### config.mk
export PLATFORM = sky130hd
export DESIGN_NAME = msp430_dbg_brk_seq
export DESIGN_NICKNAME = d
export VERILOG_FILES = /design/src/rtl/msp430_dbg_brk_seq_pkg.sv /design/src/rtl/msp430_dbg_brk_seq.sv
export SDC_FILE = /design/constraint.sdc
export NUM_CORES = 1
export LEC_CHECK = 0
export BUFFER_PORTS_ARGS = -buffer_cell sky130_fd_sc_hd__buf_2
export CAP_MARGIN = 5
export CORE_MARGIN = 10
export CORE_UTILIZATION = 40
export CTS_BUF_LIST = sky130_fd_sc_hd__clkbuf_4
export CTS_CLUSTER_SIZE = 20
export DETAILED_ROUTE_END_ITERATION = 7
export HOLD_SLACK_MARGIN = 0.12
export SYNTH_ARGS = -nofsm -noshare
export SYNTH_HDL_FRONTEND = slang
export SYNTH_SLANG_ARGS = --single-unit
export TNS_END_PERCENT = 30
### constraint.sdc
create_clock -name dbg_clk -period 2.2 [get_ports dbg_clk]
set_clock_uncertainty 0.2 [all_clocks]
set_input_delay 0.11 -clock dbg_clk [delete_from_list [all_inputs] [get_ports dbg_clk]]
set_output_delay 0.11 -clock dbg_clk [all_outputs]
set_load 0.05 [all_outputs]
### src/rtl/msp430_dbg_brk_seq_pkg.sv
// Shared definitions for the breakpoint trigger sequencer: register indices,
// control bit positions and the 2-bit sequencer state encoding.
package msp430_dbg_brk_seq_pkg;

  localparam int SEQ_CTL_IDX    = 0;
  localparam int SEQ_CNT_IDX    = 1;
  localparam int SEQ_HIT_IDX    = 2;

  localparam int SEQ_EN_BIT     = 0;
  localparam int CHAIN_EN_BIT   = 1;
  localparam int AUTO_REARM_BIT = 2;

  typedef enum logic [1:0] {
    ST_IDLE   = 2'b00,
    ST_STAGE0 = 2'b01,
    ST_STAGE1 = 2'b10,
    ST_FIRED  = 2'b11
  } seq_state_e;

endpackage

### src/rtl/msp430_dbg_brk_seq.sv
// Breakpoint trigger sequencer: qualifies raw hwbrk halt requests with a
// pass count on unit 0 and an optional unit0-then-unit1 chain.
module msp430_dbg_brk_seq
  import msp430_dbg_brk_seq_pkg::*;
#(
  parameter int NUM_UNITS = 4,
  parameter int CNT_W     = 16
) (
  input  logic                 dbg_clk,
  input  logic                 dbg_rst,
  input  logic [2:0]           seq_reg_rd,
  input  logic [2:0]           seq_reg_wr,
  input  logic [15:0]          dbg_din,
  input  logic [NUM_UNITS-1:0] brk_halt_in,
  output logic [15:0]          seq_dout,
  output logic                 brk_halt,
  output logic                 seq_fired
);

  logic [2:0]       ctl;
  logic [CNT_W-1:0] cnt;
  logic [CNT_W-1:0] hit, hit_nxt;
  seq_state_e       state, state_nxt;
  logic             halt_q, halt_nxt;

  logic seq_en, chain_en, auto_rearm, ctl_wr, cnt_wr;
  logic [NUM_UNITS-1:0] pass_mask;
  logic [15:0] ctl_rd;

  assign seq_en     = ctl[SEQ_EN_BIT];
  assign chain_en   = ctl[CHAIN_EN_BIT];
  assign auto_rearm = ctl[AUTO_REARM_BIT];
  assign ctl_wr     = seq_reg_wr[SEQ_CTL_IDX];
  assign cnt_wr     = seq_reg_wr[SEQ_CNT_IDX];

  always_ff @(posedge dbg_clk) begin
    if (dbg_rst) begin
      ctl    <= '0;
      cnt    <= '0;
      hit    <= '0;
      state  <= ST_IDLE;
      halt_q <= 1'b0;
    end else begin
      if (ctl_wr) ctl <= dbg_din[2:0];
      if (cnt_wr) cnt <= dbg_din[CNT_W-1:0];
      hit    <= hit_nxt;
      state  <= state_nxt;
      halt_q <= halt_nxt;
    end
  end

  // halt_nxt flags entry into FIRED so the pulse lands the cycle after the qualifying hit
  always_comb begin
    state_nxt = state;
    hit_nxt   = hit;
    halt_nxt  = 1'b0;
    if (ctl_wr) begin
      hit_nxt   = '0;
      state_nxt = dbg_din[SEQ_EN_BIT] ? ST_STAGE0 : ST_IDLE;
    end else if (!seq_en) begin
      state_nxt = ST_IDLE;
    end else begin
      case (state)
        ST_IDLE:   state_nxt = ST_STAGE0;
        ST_STAGE0: begin
          if (brk_halt_in[0]) begin
            if (hit >= cnt) begin
              state_nxt = chain_en ? ST_STAGE1 : ST_FIRED;
              halt_nxt  = !chain_en;
            end else if (hit != '1) begin
              hit_nxt = hit + 1'b1;
            end
          end
        end
        ST_STAGE1: begin
          if (brk_halt_in[1]) begin
            state_nxt = ST_FIRED;
            halt_nxt  = 1'b1;
          end
        end
        ST_FIRED: begin
          if (auto_rearm) begin
            state_nxt = ST_STAGE0;
            hit_nxt   = '0;
          end
        end
        default:   state_nxt = ST_IDLE;
      endcase
    end
  end

  // Units outside the sequence pass straight through to the halt line
  always_comb begin
    pass_mask    = '1;
    pass_mask[0] = 1'b0;
    if (chain_en) pass_mask[1] = 1'b0;
  end

  assign brk_halt  = seq_en ? (halt_q | (|(brk_halt_in & pass_mask))) : (|brk_halt_in);
  assign seq_fired = (state == ST_FIRED);

  assign ctl_rd   = {10'b0, state, 1'b0, ctl};
  assign seq_dout = (ctl_rd     & {16{seq_reg_rd[SEQ_CTL_IDX]}})
                  | (16'(cnt)   & {16{seq_reg_rd[SEQ_CNT_IDX]}})
                  | (16'(hit)   & {16{seq_reg_rd[SEQ_HIT_IDX]}});

endmodule

* Yosys cells after proc, flatten, opt, wreduce, memory -nomap -nowiden
Cells that the tools add are included. Widths: inputs -> output; s select.
Cells by class: add/subtract/negate cells 1, $lt $le $gt $ge 1, equality and inequality tests 12, muxes and demuxes 20, bitwise logic cells 8, reduce and logical (&&, ||, !) cells 9
Operator list (count):
- $mux 16 | 4
- $and 16x16->16 | 2
- $or 16x16->16 | 2
- $pmux 16 s2 | 1
- $add 16x1->16 const B | 1
- $and 6x16->16 | 1
- $ge 16x16->1 | 1
- $ne 16x16->1 const B | 1
- $mux 2 | 6
- $ne 4x4->1 const B | 3
- $pmux 2 s4 | 1
- $reduce_or 4->1 | 2
- $mux 1 | 7
- $ne 2x2->1 const B | 3
- $reduce_and 6->1 | 1
- $and 4x4->4 | 1
- $eq 2x2->1 const B | 2
- $ne 4x3->1 const B | 1
- $reduce_and 4->1 | 1
- $reduce_or 3->1 | 1
- $eq 2x1->1 const B | 1
- $logic_not 2->1 | 1
- $ne 2x1->1 const B | 1
- $pmux 1 s2 | 1
- other kinds (5) | 5
Storage, ports and cells: flip-flop bits (word level) 38, bits of input ports 28

* Logic depth before layout (Yosys ltp)
depth in word-level cells 6, depth in mapped cells 10, gate-level depth less buffers 8

* Worst setup path after synthesis
Ideal clock, no wire load.
path kind register to register, from register hit[13], to register hit[9], setup time 0.134 ns, data arrival time 2.003 ns, path slack -0.137 ns, cell stages (with the launch flop) 9, path through dfxtp_1 > ha_1 > a21o_1 > a21o_1 > a2111oi_4 > nand4_1 > o21ai_1 > buf_4 > a31oi_1
On the way: cells in the longest elaborated chain, start to end 3, elaborated cells between the ends (all ways) 5
Ends and longest elaborated chain:
- start, declared | RTL line msp430_dbg_brk_seq.sv:22 | logic [CNT_W-1:0] hit, hit_nxt;
- start signal, assigned | RTL line msp430_dbg_brk_seq.sv:46 | hit <= hit_nxt;
- $ge 16x16->1 or $ne 16x16->1 (tied branches) | RTL line msp430_dbg_brk_seq.sv:67, msp430_dbg_brk_seq.sv:70
- $ne 2x2->1 (no source line)
- $reduce_and 6->1 (no source line) *
Mark *: on every way between the ends. The rest lies on a longest branch, timed or not. A chain may end at the register's enable or synchronous reset.

* Final worst setup path
from register hit[0], to register hit[5]
On the way: cells in the longest elaborated chain, start to end 5, elaborated cells between the ends (all ways) 10
Ends and longest elaborated chain:
- $add 16x1->16 | RTL line msp430_dbg_brk_seq.sv:71 | hit_nxt = hit + 1'b1;
- $mux 16 | RTL line msp430_dbg_brk_seq.sv:70 | end else if (hit != '1) begin
- $mux 16 | RTL line msp430_dbg_brk_seq.sv:67 | if (hit >= cnt) begin
- $mux 16 | RTL line msp430_dbg_brk_seq.sv:66 | if (brk_halt_in[0]) begin
- $pmux 16 s2 | RTL line msp430_dbg_brk_seq.sv:63 | case (state)
Parallel ways exist; a longest one is shown, timed or not. The select of a mux whose other input is x is not followed.

==> metrics.yaml <==
global_route:
  gr-usage-met1: 0.177
  grt_overflow: 0
  grt.total_usage: 0.165
  antenna_found_initial: 0
  grt_use_met3: 0.0388
  grt_max_degree: 23
  grt_pass1_wl_um: 13400
  grt_pass1_vias: 2859
  grt_most_used_layer: "met2"
  grt_util_met2: 0.302
die:
  core_mm2: 0.00596
  boundaryPins: 46
  floorplan.die.height_um: 98.3
  die_area_mm2: 0.00967
  rows: 28
  initial_utilization: 0.412
  dieWidth_um: 98.3
cts:
  cts_sinks: 38
  cts-buffers-inserted: 5
  cts_tree: "yes"
  clockBufferDepth: 2
  clockRootBuffer: "clkbuf_4"
  path_clk_slew_ps: 120
  h-tree-depth: 2
  insertion_delay_ps: 350
synth:
  synth_cells: 295
  yosysTopAreaCell: "dfxtp_1"
  synth.cells.most_frequent: "dfxtp_1, nor2_1, inv_1"
  synth-edff-count: 0
  seq_area_frac_synth: 0.310
  yosysMostFrequentCell: "dfxtp_1"
  synth.area.top_cells: "dfxtp_1, ha_1, mux2i_1, a31oi_1, nor2_1"
  synth-seq-cells: 38
  netlist_area_mm2: 0.00245
  synthesis.nets: 343
  ys_async_sr_fraction: 0
  synth_cell_types: 44
  synth_top_area_frac: 0.310
  synth_ff_type: "dfxtp_1"
  synth_warnings: 0
  synth_area_per_cell_um2: 8.32
sta:
  hold_viol_final: 0
  finalCriticalPeriod_ps: 2360
  slew_headroom: 0.676
  finalSetupViolations: 19
  worst_slack_ps: -159
  worst_pin_slew_ps: 486
  max_freq_mhz: 424
  finalCritPeriodShare: 1.07
  drv_slew: 0
  rsz0062_at_grt: "yes"
  finalSetupTns_ps: -2040
final_layout:
  diodes: 0
  area_delta_synth_final_pct: 50.6
  fin_util: 0.621
  nNetsFinal: 467
  drive_above_1_share: 0.302
  multi_input_area_mm2: 0.00167
  regArea_um2: 769
  num-fill-cells: 498
critical_path:
  crit_arrival_ps: 2380
  cp.required_ps: 2220
  crit_type: "reg2reg"
  worstSetupStartpointType: "flop"
  worstPathMaxFanout: 5
  reg2reg_depth: 9
  ff2ff_setup_slack_ps: -160
  end_kind: "flop"
drt:
  num_vias: 2716
  drt_pre_antenna_iters: 4
  drtIter0Drc: 151
  post_drt_wl_per_cell_um: 16.1
  viasPerCell: 5.49
  routed_wl_um: 7990
  ant_nets: 0
  drc: 0
run:
  drv_cap: 0
place:
  place.detailed.hpwl_um: 5520
  gp_congestion: 0.836
  pre_cts_ws_ps: -303
  port_buffers: 44
hold_path:
  holdPathStages: 3
  hp-class: "in2reg"
power:
  ir_worst_vdd_v: 0.000370
  power_density_mw_per_mm2: 410
  leakage_nw: 1.67
run_status:
  violations: "negative setup slack"
  status: "complete, but fails checks"
flip-flops by register name, summed over array words and instances, names as in the netlist:
register,count
halt_q,1
hit,16
state,2
ctl,3
cnt,16
critical path: stages (launching register included):
cell       delay [ps]
dfxtp_2           360
inv_2              50
ha_4              230
nand2b_4          150
a2111oi_4         370
nand3b_1          210
nand4_1           160
o21ai_2           280
buf_6             160
a31oi_1            70
through the flow:
step / cell area [um2] / total power [W] / std cells / hold slack (ps)
after global placement: 2970 / 0.00104 / 436 / 145
after global routing: 3700 / 0.00159 / 495 / 147
after CTS: 3620 / 0.00151 / 494 / 127
after floorplan: 2460 / 0.000936 / 295 / 42.5
after detailed placement: 2970 / 0.00104 / 436 / 152
final: 3700 / 0.00151 / 495 / 136
final timing paths:
path | endpoint | startpoint
setup / recovery | hit[5] | hit[0]
hold / removal | cnt[6] | seq_reg_wr[1]
setup reg to reg | hit[5] | hit[0]
hold reg to reg | hit[6] | hit[6]
cells by family (layout without fill, tap and decap cells):
| kind of cell | count (synthesis) | after routing | share of synthesized area |
|---|---|---|---|
| adder cells (fa/ha/maj) | 20 | 20 | 0.102 |
| AO/OA/AOI/OAI | 71 | 71 | 0.216 |
| flip-flops | 38 | 38 | 0.310 |
| AND/OR/NAND/NOR | 102 | 102 | 0.212 |
| buffers and inverters | 43 | 168 | 0.0744 |
| multiplexers | 21 | 21 | 0.0857 |
cells in the final DEF, fill, tap and decap left out, drive strengths merged, types with 5 or more instances in the layout:
cell	count
ha	20
and3	6
a22o	11
nor2	30
nand4	7
a222oi	5
buf	84
mux2i	21
dlygate4sd3	48
nand2b	6
inv	28
dfxtp	38
o21ai	9
clkbuf	6
a31oi	19
nand2	21
or3	7
nand3	12
a21oi	10
nor3	5
where the power goes:
group	internal (W)	switching, W	total [W]
logic	0.000202	0.000212	0.000414
clock network	0.000133	0.000237	0.000369
registers	0.000711	0.0000194	0.000731
total	0.00105	0.000468	0.00151
final cells by class:
| cell class | instances | area share |
|---|---|---|
| multi-input combinational | 214 | 0.451 |
| timing repair buffer | 132 | 0.273 |
| sequential | 38 | 0.208 |
| inverter | 28 | 0.0284 |
| tap | 75 | 0.0254 |
| clock buffer | 6 | 0.0122 |
| clock inverter | 2 | 0.00237 |
timing repair:
action,CTS,global route
resized for setup,22,15
setup buffers,1,1
endpoints found under the setup margin,19,19
hold buffers,48,0
pin swaps,12,12
endpoints found under the hold margin,29,0
gates cloned,1,0
metal layers:
metal  vias to the layer above  wire length (um)
li1                       1336                 -
met1                      1287              3360
met2                        72              4050
met3                        21               386
met4                         0               198
met5                         -                 0
Note: power is estimated with default switching activity, not from simulation.
